`src/rtl/antifurto_timer.sv`:
```
// Countdown timer for the anti-theft controller: four programmable second
// delays, one-cycle start/retrigger, registered busy/expired/remaining outputs.
module antifurto_timer #(
    parameter logic [3:0] T_ARM_DEFAULT    = 4'd6,
    parameter logic [3:0] T_DRIVER_DEFAULT = 4'd8,
    parameter logic [3:0] T_PASS_DEFAULT   = 4'd15,
    parameter logic [3:0] T_ALARM_DEFAULT  = 4'd10
) (
    input  logic       clock,
    input  logic       reset,
    input  logic       one_hz_enable,
    input  logic       start_timer,
    input  logic [1:0] interval,
    input  logic       reprogram,
    input  logic [1:0] time_param_sel,
    input  logic [3:0] time_value,
    output logic       expired,
    output logic       busy,
    output logic [3:0] remaining
);

    typedef enum logic [1:0] {
        IDLE   = 2'd0,
        COUNT  = 2'd1,
        EXPIRE = 2'd2
    } state_t;

    state_t     state_r;
    logic [3:0] count_r;
    logic [3:0] delay_r [4];
    logic       expired_r;
    logic       busy_r;

    assign expired   = expired_r;
    assign busy      = busy_r;
    assign remaining = count_r;

    // Delay register file: defaults on reset, zero-valued writes are rejected
    always_ff @(posedge clock) begin
        if (reset) begin
            delay_r[0] <= T_ARM_DEFAULT;
            delay_r[1] <= T_DRIVER_DEFAULT;
            delay_r[2] <= T_PASS_DEFAULT;
            delay_r[3] <= T_ALARM_DEFAULT;
        end else if (reprogram && (time_value != 4'd0)) begin
            delay_r[time_param_sel] <= time_value;
        end else begin
            delay_r <= delay_r;
        end
    end

    // Countdown FSM; start has priority over the tick, so a coincident tick is lost
    always_ff @(posedge clock) begin
        if (reset) begin
            state_r   <= IDLE;
            count_r   <= 4'd0;
            expired_r <= 1'b0;
            busy_r    <= 1'b0;
        end else begin
            case (state_r)
                IDLE: begin
                    expired_r <= 1'b0;
                    if (start_timer) begin
                        state_r <= COUNT;
                        count_r <= delay_r[interval];
                        busy_r  <= 1'b1;
                    end else begin
                        state_r <= IDLE;
                        count_r <= 4'd0;
                        busy_r  <= 1'b0;
                    end
                end
                COUNT: begin
                    if (start_timer) begin
                        state_r   <= COUNT;
                        count_r   <= delay_r[interval];
                        busy_r    <= 1'b1;
                        expired_r <= 1'b0;
                    end else if (one_hz_enable && (count_r > 4'd1)) begin
                        state_r   <= COUNT;
                        count_r   <= count_r - 4'd1;
                        busy_r    <= 1'b1;
                        expired_r <= 1'b0;
                    end else if (one_hz_enable) begin
                        state_r   <= EXPIRE;
                        count_r   <= 4'd0;
                        busy_r    <= 1'b0;
                        expired_r <= 1'b1;
                    end else begin
                        state_r   <= COUNT;
                        count_r   <= count_r;
                        busy_r    <= 1'b1;
                        expired_r <= 1'b0;
                    end
                end
                EXPIRE: begin
                    expired_r <= 1'b0;
                    if (start_timer) begin
                        state_r <= COUNT;
                        count_r <= delay_r[interval];
                        busy_r  <= 1'b1;
                    end else begin
                        state_r <= IDLE;
                        count_r <= 4'd0;
                        busy_r  <= 1'b0;
                    end
                end
                default: begin
                    state_r   <= IDLE;
                    count_r   <= 4'd0;
                    expired_r <= 1'b0;
                    busy_r    <= 1'b0;
                end
            endcase
        end
    end

endmodule

```
`config.mk`:
```
export PLATFORM = sky130hd
export DESIGN_NAME = antifurto_timer
export DESIGN_NICKNAME = d
export VERILOG_FILES = /design/src/rtl/antifurto_timer.sv
export SDC_FILE = /design/constraint.sdc
export NUM_CORES = 1
export LEC_CHECK = 0
export CAP_MARGIN = 20
export CORE_AREA = 2 2 50 52
export DETAILED_ROUTE_END_ITERATION = 6
export DIE_AREA = 0 0 52 54
export PLACE_DENSITY_LB_ADDON = 0.15
export SYNTH_ARGS = -nofsm -noshare
export SYNTH_HDL_FRONTEND = slang
export SYNTH_SLANG_ARGS = --single-unit
```
`constraint.sdc`:
```
create_clock -name clock -period 2.95 [get_ports clock]
set_clock_uncertainty 0.2 [all_clocks]
set_input_delay 0.59 -clock clock [delete_from_list [all_inputs] [get_ports clock]]
set_output_delay 0.59 -clock clock [all_outputs]
set_load 0.005 [all_outputs]
```
# Yosys cells after proc, flatten, opt, wreduce, memory -nomap -nowiden
# Cells that the tools add are included.
[totals]
regBits = 24
elab_cells = 48
input_bits = 13
output_inout_bits = 6
[op_classes]
n_bitwise = 3
eq_ne = 3
n_addsub = 1
n_mux = 22
order_cmp = 4
reduce_logical = 7
[op_table]
columns = ["operator", "count"]
rows = [
  ["$mux 4", 7],
  ["$bwmux 16", 1],
  ["$bmux 4 s2", 1],
  ["$demux 4 s2", 1],
  ["$pmux 4 s2", 1],
  ["$ge 3x3->1 const B", 2],
  ["$mux 1", 6],
  ["$mux 2", 3],
  ["$not 2->3", 2],
  ["$gt 4x1->1 const B", 1],
  ["$ne 4x4->1 const B", 1],
  ["$pmux 2 s2", 1],
  ["$reduce_bool 4->1", 1],
  ["$reduce_or 4->1", 1],
  ["$sub 4x1->4 const B", 1],
  ["$logic_and 1x1->1", 3],
  ["$lt 3x1->1 const B", 1],
  ["$eq 2x1->1 const B", 1],
  ["$eq 2x2->1 const B", 1],
  ["$logic_not 2->1", 1],
  ["$pmux 1 s2", 1],
  ["$reduce_or 2->1", 1],
  ["$not 1->1", 1],
]

# Depth between registers and ports, before layout
[depth]
depth_word = 6
mapped_depth = 5
mapped_depth_nobuf = 5

# Least setup slack after synthesis
# No wires, ideal clock.
[synth_timing]
kind = "input -> register"
start = "input port time_param_sel[0]"
end = "register delay_r[1] (netlist name)"
cell_stages = 4
setup_slack_ps = 1218
n_path_buf = 1
arrival_ps = 1413
path_cell_list = "buf_4 > inv_2 > or3_1 > a211o_1"
[synth_between]
elab_chain_cells = 6
elab_cells_between_ends = 7
cone_classes = "2 x order compare; 3 x mux; 1 x bitwise; 1 x reduce/logical"
[synth_rtl]
columns = ["item", "line", "source"]
rows = [
  ["start, declared", "15", "input logic [1:0] time_param_sel,"],
  ["$not 2->3 (not written as such) *", "46", "delay_r[time_param_sel] <= time_value;"],
  ["$ge 3x3->1 (not written as such) or $lt 3x1->1 (tied branches)", "46", ""],
  ["$logic_and 1x1->1 (not written as such)", "46", ""],
  ["$mux 4 (not written as such)", "46", ""],
  ["$demux 4 s2 *", "46", ""],
  ["$bwmux 16 *", "46", ""],
  ["end signal, assigned by index", "46", ""],
  ["end signal, assigned", "48", "delay_r <= delay_r;"],
  ["end, declared", "30", "logic [3:0] delay_r [4];"],
]
# Every way passes the cells marked *; elsewhere a longest branch is shown, timed or not.
# A chain may end at the register's enable or synchronous reset.

# Worst setup path after layout
[layout_timing]
start = "input port time_value[3]"
end = "register delay_r[4] (netlist name)"
[layout_between]
elab_chain_cells = 2
[layout_rtl]
columns = ["item", "line", "source"]
rows = [
  ["start, declared", "16", "input logic [3:0] time_value,"],
  ["$reduce_bool 4->1", "45", "end else if (reprogram && (time_value != 4'd0)) begin"],
  ["$logic_and 1x1->1", "45", ""],
]
# No other way between the ends.

==> summary.txt <==
Run status
  • Outcome: finished clean

Synth
  • Share of the synthesized area in the top cell type: 41.0%
  • #FFs+latches synth: 24
  • Syn Inst Count: 122
  • Yosys top cell by area: dfxtp_1
  • Most used DFF post-synth: dfxtp_1
  • Seq/Total Area, Yosys: 41.0%
  • Distinct cells, synth: 37
  • Synth cell count leaders: dfxtp_1 (24), nand2_1 (13), a211o_1 (9), a21oi_1 (9), o31ai_1 (7)
  • Most common cell in the netlist: dfxtp_1
  • Post-Syn Area: 1170 µm²
  • Top cells by area, synth: dfxtp_1 (41%), a211o_1 (6.7%), o31ai_1 (4.5%)
  • Synth Area per Inst: 9.61 µm²
  • Warnings from Yosys: 0
  • Ys async rst share: 0%
  • Post-synthesis net count: 137
  • EDFF count, synth: 0

Global routing
  • GR Overflow Total: 0
  • Pin count of the biggest net entering global routing: 17
  • Global-route usage over all layers: 21.3%
  • First-pass GRT wire length: 4280 µm
  • Initial antenna violation count: 0
  • Vias in the first global route: 911

Drt
  • Vias per cell: 5.79
  • Initial DRC count: 28
  • Total routed wirelength: 2540 µm
  • WL per Instance: 14.9 µm
  • Remaining DRCs: 0
  • DRT Pass-1 Iters: 4
  • Routed vias: 985
  • Antenna-violating nets left: 0

Clock tree
  • Htree depth: 1
  • CTS tree: done
  • Root buf cell: clkbuf_4
  • Clock buffer count from CTS: 3
  • Clock Sinks: 24
  • Worst-skew pair later-pin latency: 0.32 ns
  • Postcts setup bufs: 0
  • Longest Clk Path Bufs: 2
  • Hold buffer count at CTS: 0
  • Post-cts resize count: 0
  • Clk pin slew, worst setup/hold paths: 0.13 ns

Cells and area
  • Fraction of layout instances using a drive strength above 1: 13.6%
  • Ant diodes: 0
  • Filler instances: 209
  • Final core occ: 60.6%
  • Nets@finish: 156
  • Area growth syn-to-layout: 19.9%

Floorplanning
  • Starting density of the core: 50.5%
  • Die Width: 52 µm
  • Num rows: 18
  • Core ar.: 2320 µm²
  • I/O Pins: 19
  • Die Ht: 54 µm
  • Die ar.: 2810 µm²

Worst setup path
  • Type of the worst setup path: input port to register
  • Crit start category: input port
  • Maximum net fanout on the critical path: 12
  • FF-to-FF path depth: 5
  • Crit end category: register
  • Worst EP required: 2.97 ns
  • Arrival time at the worst endpoint: 2.14 ns

Pwr
  • Leakage power: 0.525 nW
  • Power density over the cells: 456 nW/µm²
  • Worst VDD drop: 0.000287 V

Hold path
  • Hold depth: 2
  • Worst min-delay path class: register to register

Timing
  • Final cycle utilization of the critical path: 71.8%
  • Slew @ Worst Pin: 0.495 ns
  • RSZ-0062 raised after global routing: false
  • Slew margin rel.: 66.9%
  • Max Freq: 0.472 GHz
  • Setup violators final: 0
  • Count of final hold-check violations: 0
  • Post-layout min period: 2.12 ns
  • Slew Limit Fails: 0
  • Total negative slack: 0 ns

Place
  • Gpl congestion: 0.807
  • Final HPWL from detailed placement: 1920 µm
  • Port Buffers: 18

Flow run
  • Max cap viols: 0
## logic make-up (layout without fill, tap and decap cells)
group / after synthesis / count (layout) / synth area share [%]
adder cells (fa/ha/maj): 2 / 2 / 2.13
XOR/XNOR: 1 / 1 / 0.747
AND/OR/NAND/NOR: 41 / 41 / 19.0
AO/OA/AOI/OAI: 36 / 36 / 23.6
buffers and inverters: 11 / 29 / 5.02
multiplexers: 7 / 7 / 8.54
flip-flops: 24 / 24 / 41.0
## sequential cells by signal, summed over array words and instances, names as in the netlist
name,count
expired,1
busy,1
remaining,4
state_r,2
delay_r,16
## cell type report
| type | instances | area [µm²] | area share (%) |
|---|---|---|---|
| Clock buffer | 4 | 36.3 | 2.58 |
| Sequential cell | 24 | 480 | 34.2 |
| Timing Repair Buffer | 21 | 203 | 14.4 |
| Inverter | 4 | 15.0 | 1.07 |
| Multi-Input combinational cell | 87 | 633 | 45.1 |
| Tap cell | 30 | 37.5 | 2.67 |
## worst max-delay path, cell delays in order
cell	delay, ns
clkdlybuf4s50_1	0.58
o41ai_2	0.11
buf_4	0.18
or3_4	0.35
a211o_1	0.31
## placed cells by master, fill, tap and decap left out, types with 4 or more instances in the layout
cell	instances
a211o_1	9
mux2_2	4
clkdlybuf4s50_1	18
dfxtp_1	24
nand2_1	13
nor2_1	5
o31ai_1	7
a21oi_1	9
and2_1	4
## where the power goes
| part | internal [W] | switching, W | leakage [nW] |
|---|---|---|---|
| clock | 0.0000756 | 0.000100 | 0.0210 |
| sequential | 0.000340 | 0.0000116 | 0.197 |
| combinational | 0.0000597 | 0.0000528 | 0.308 |
| total | 0.000476 | 0.000165 | 0.525 |
## metrics by stage
| stage | setup WS, ns | power, W | cell area, µm² | std cells | hold slack (ns) |
|---|---|---|---|---|---|
| finish | 0.833 | 0.000640 | 1410 | 170 | 0.282 |
| global route | 0.771 | 0.000674 | 1410 | 170 | 0.288 |
| CTS | 0.843 | 0.000646 | 1410 | 170 | 0.280 |
| detailed placement | 0.500 | 0.000472 | 1370 | 166 | 0.250 |
| global placement | 0.524 | 0.000469 | 1370 | 166 | 0.247 |
| floorplan | 1.22 | 0.000425 | 1170 | 122 | 0.230 |
## final timing paths
path / end / startpoint / slack (ns)
worst min-delay path: delay_r[12] / delay_r[12] / 0.28
worst max register to register: state_r[0] / remaining[0] / 1.45
worst max-delay path: delay_r[4] / time_value[3] / 0.83
worst min register to register: delay_r[12] / delay_r[12] / 0.28
## metal layers
| layer | GRT usage (%) | part of all wire (%) | up-vias |
|---|---|---|---|
| li1 | - | - | 488 |
| met1 | 25.6 | 42 | 464 |
| met2 | 36.9 | 51 | 27 |
| met3 | 2.50 | 4.7 | 6 |
| met4 | 12.3 | 2.2 | 0 |
| met5 | 0 | 0 | - |
Power figures use the tool's default switching activity.
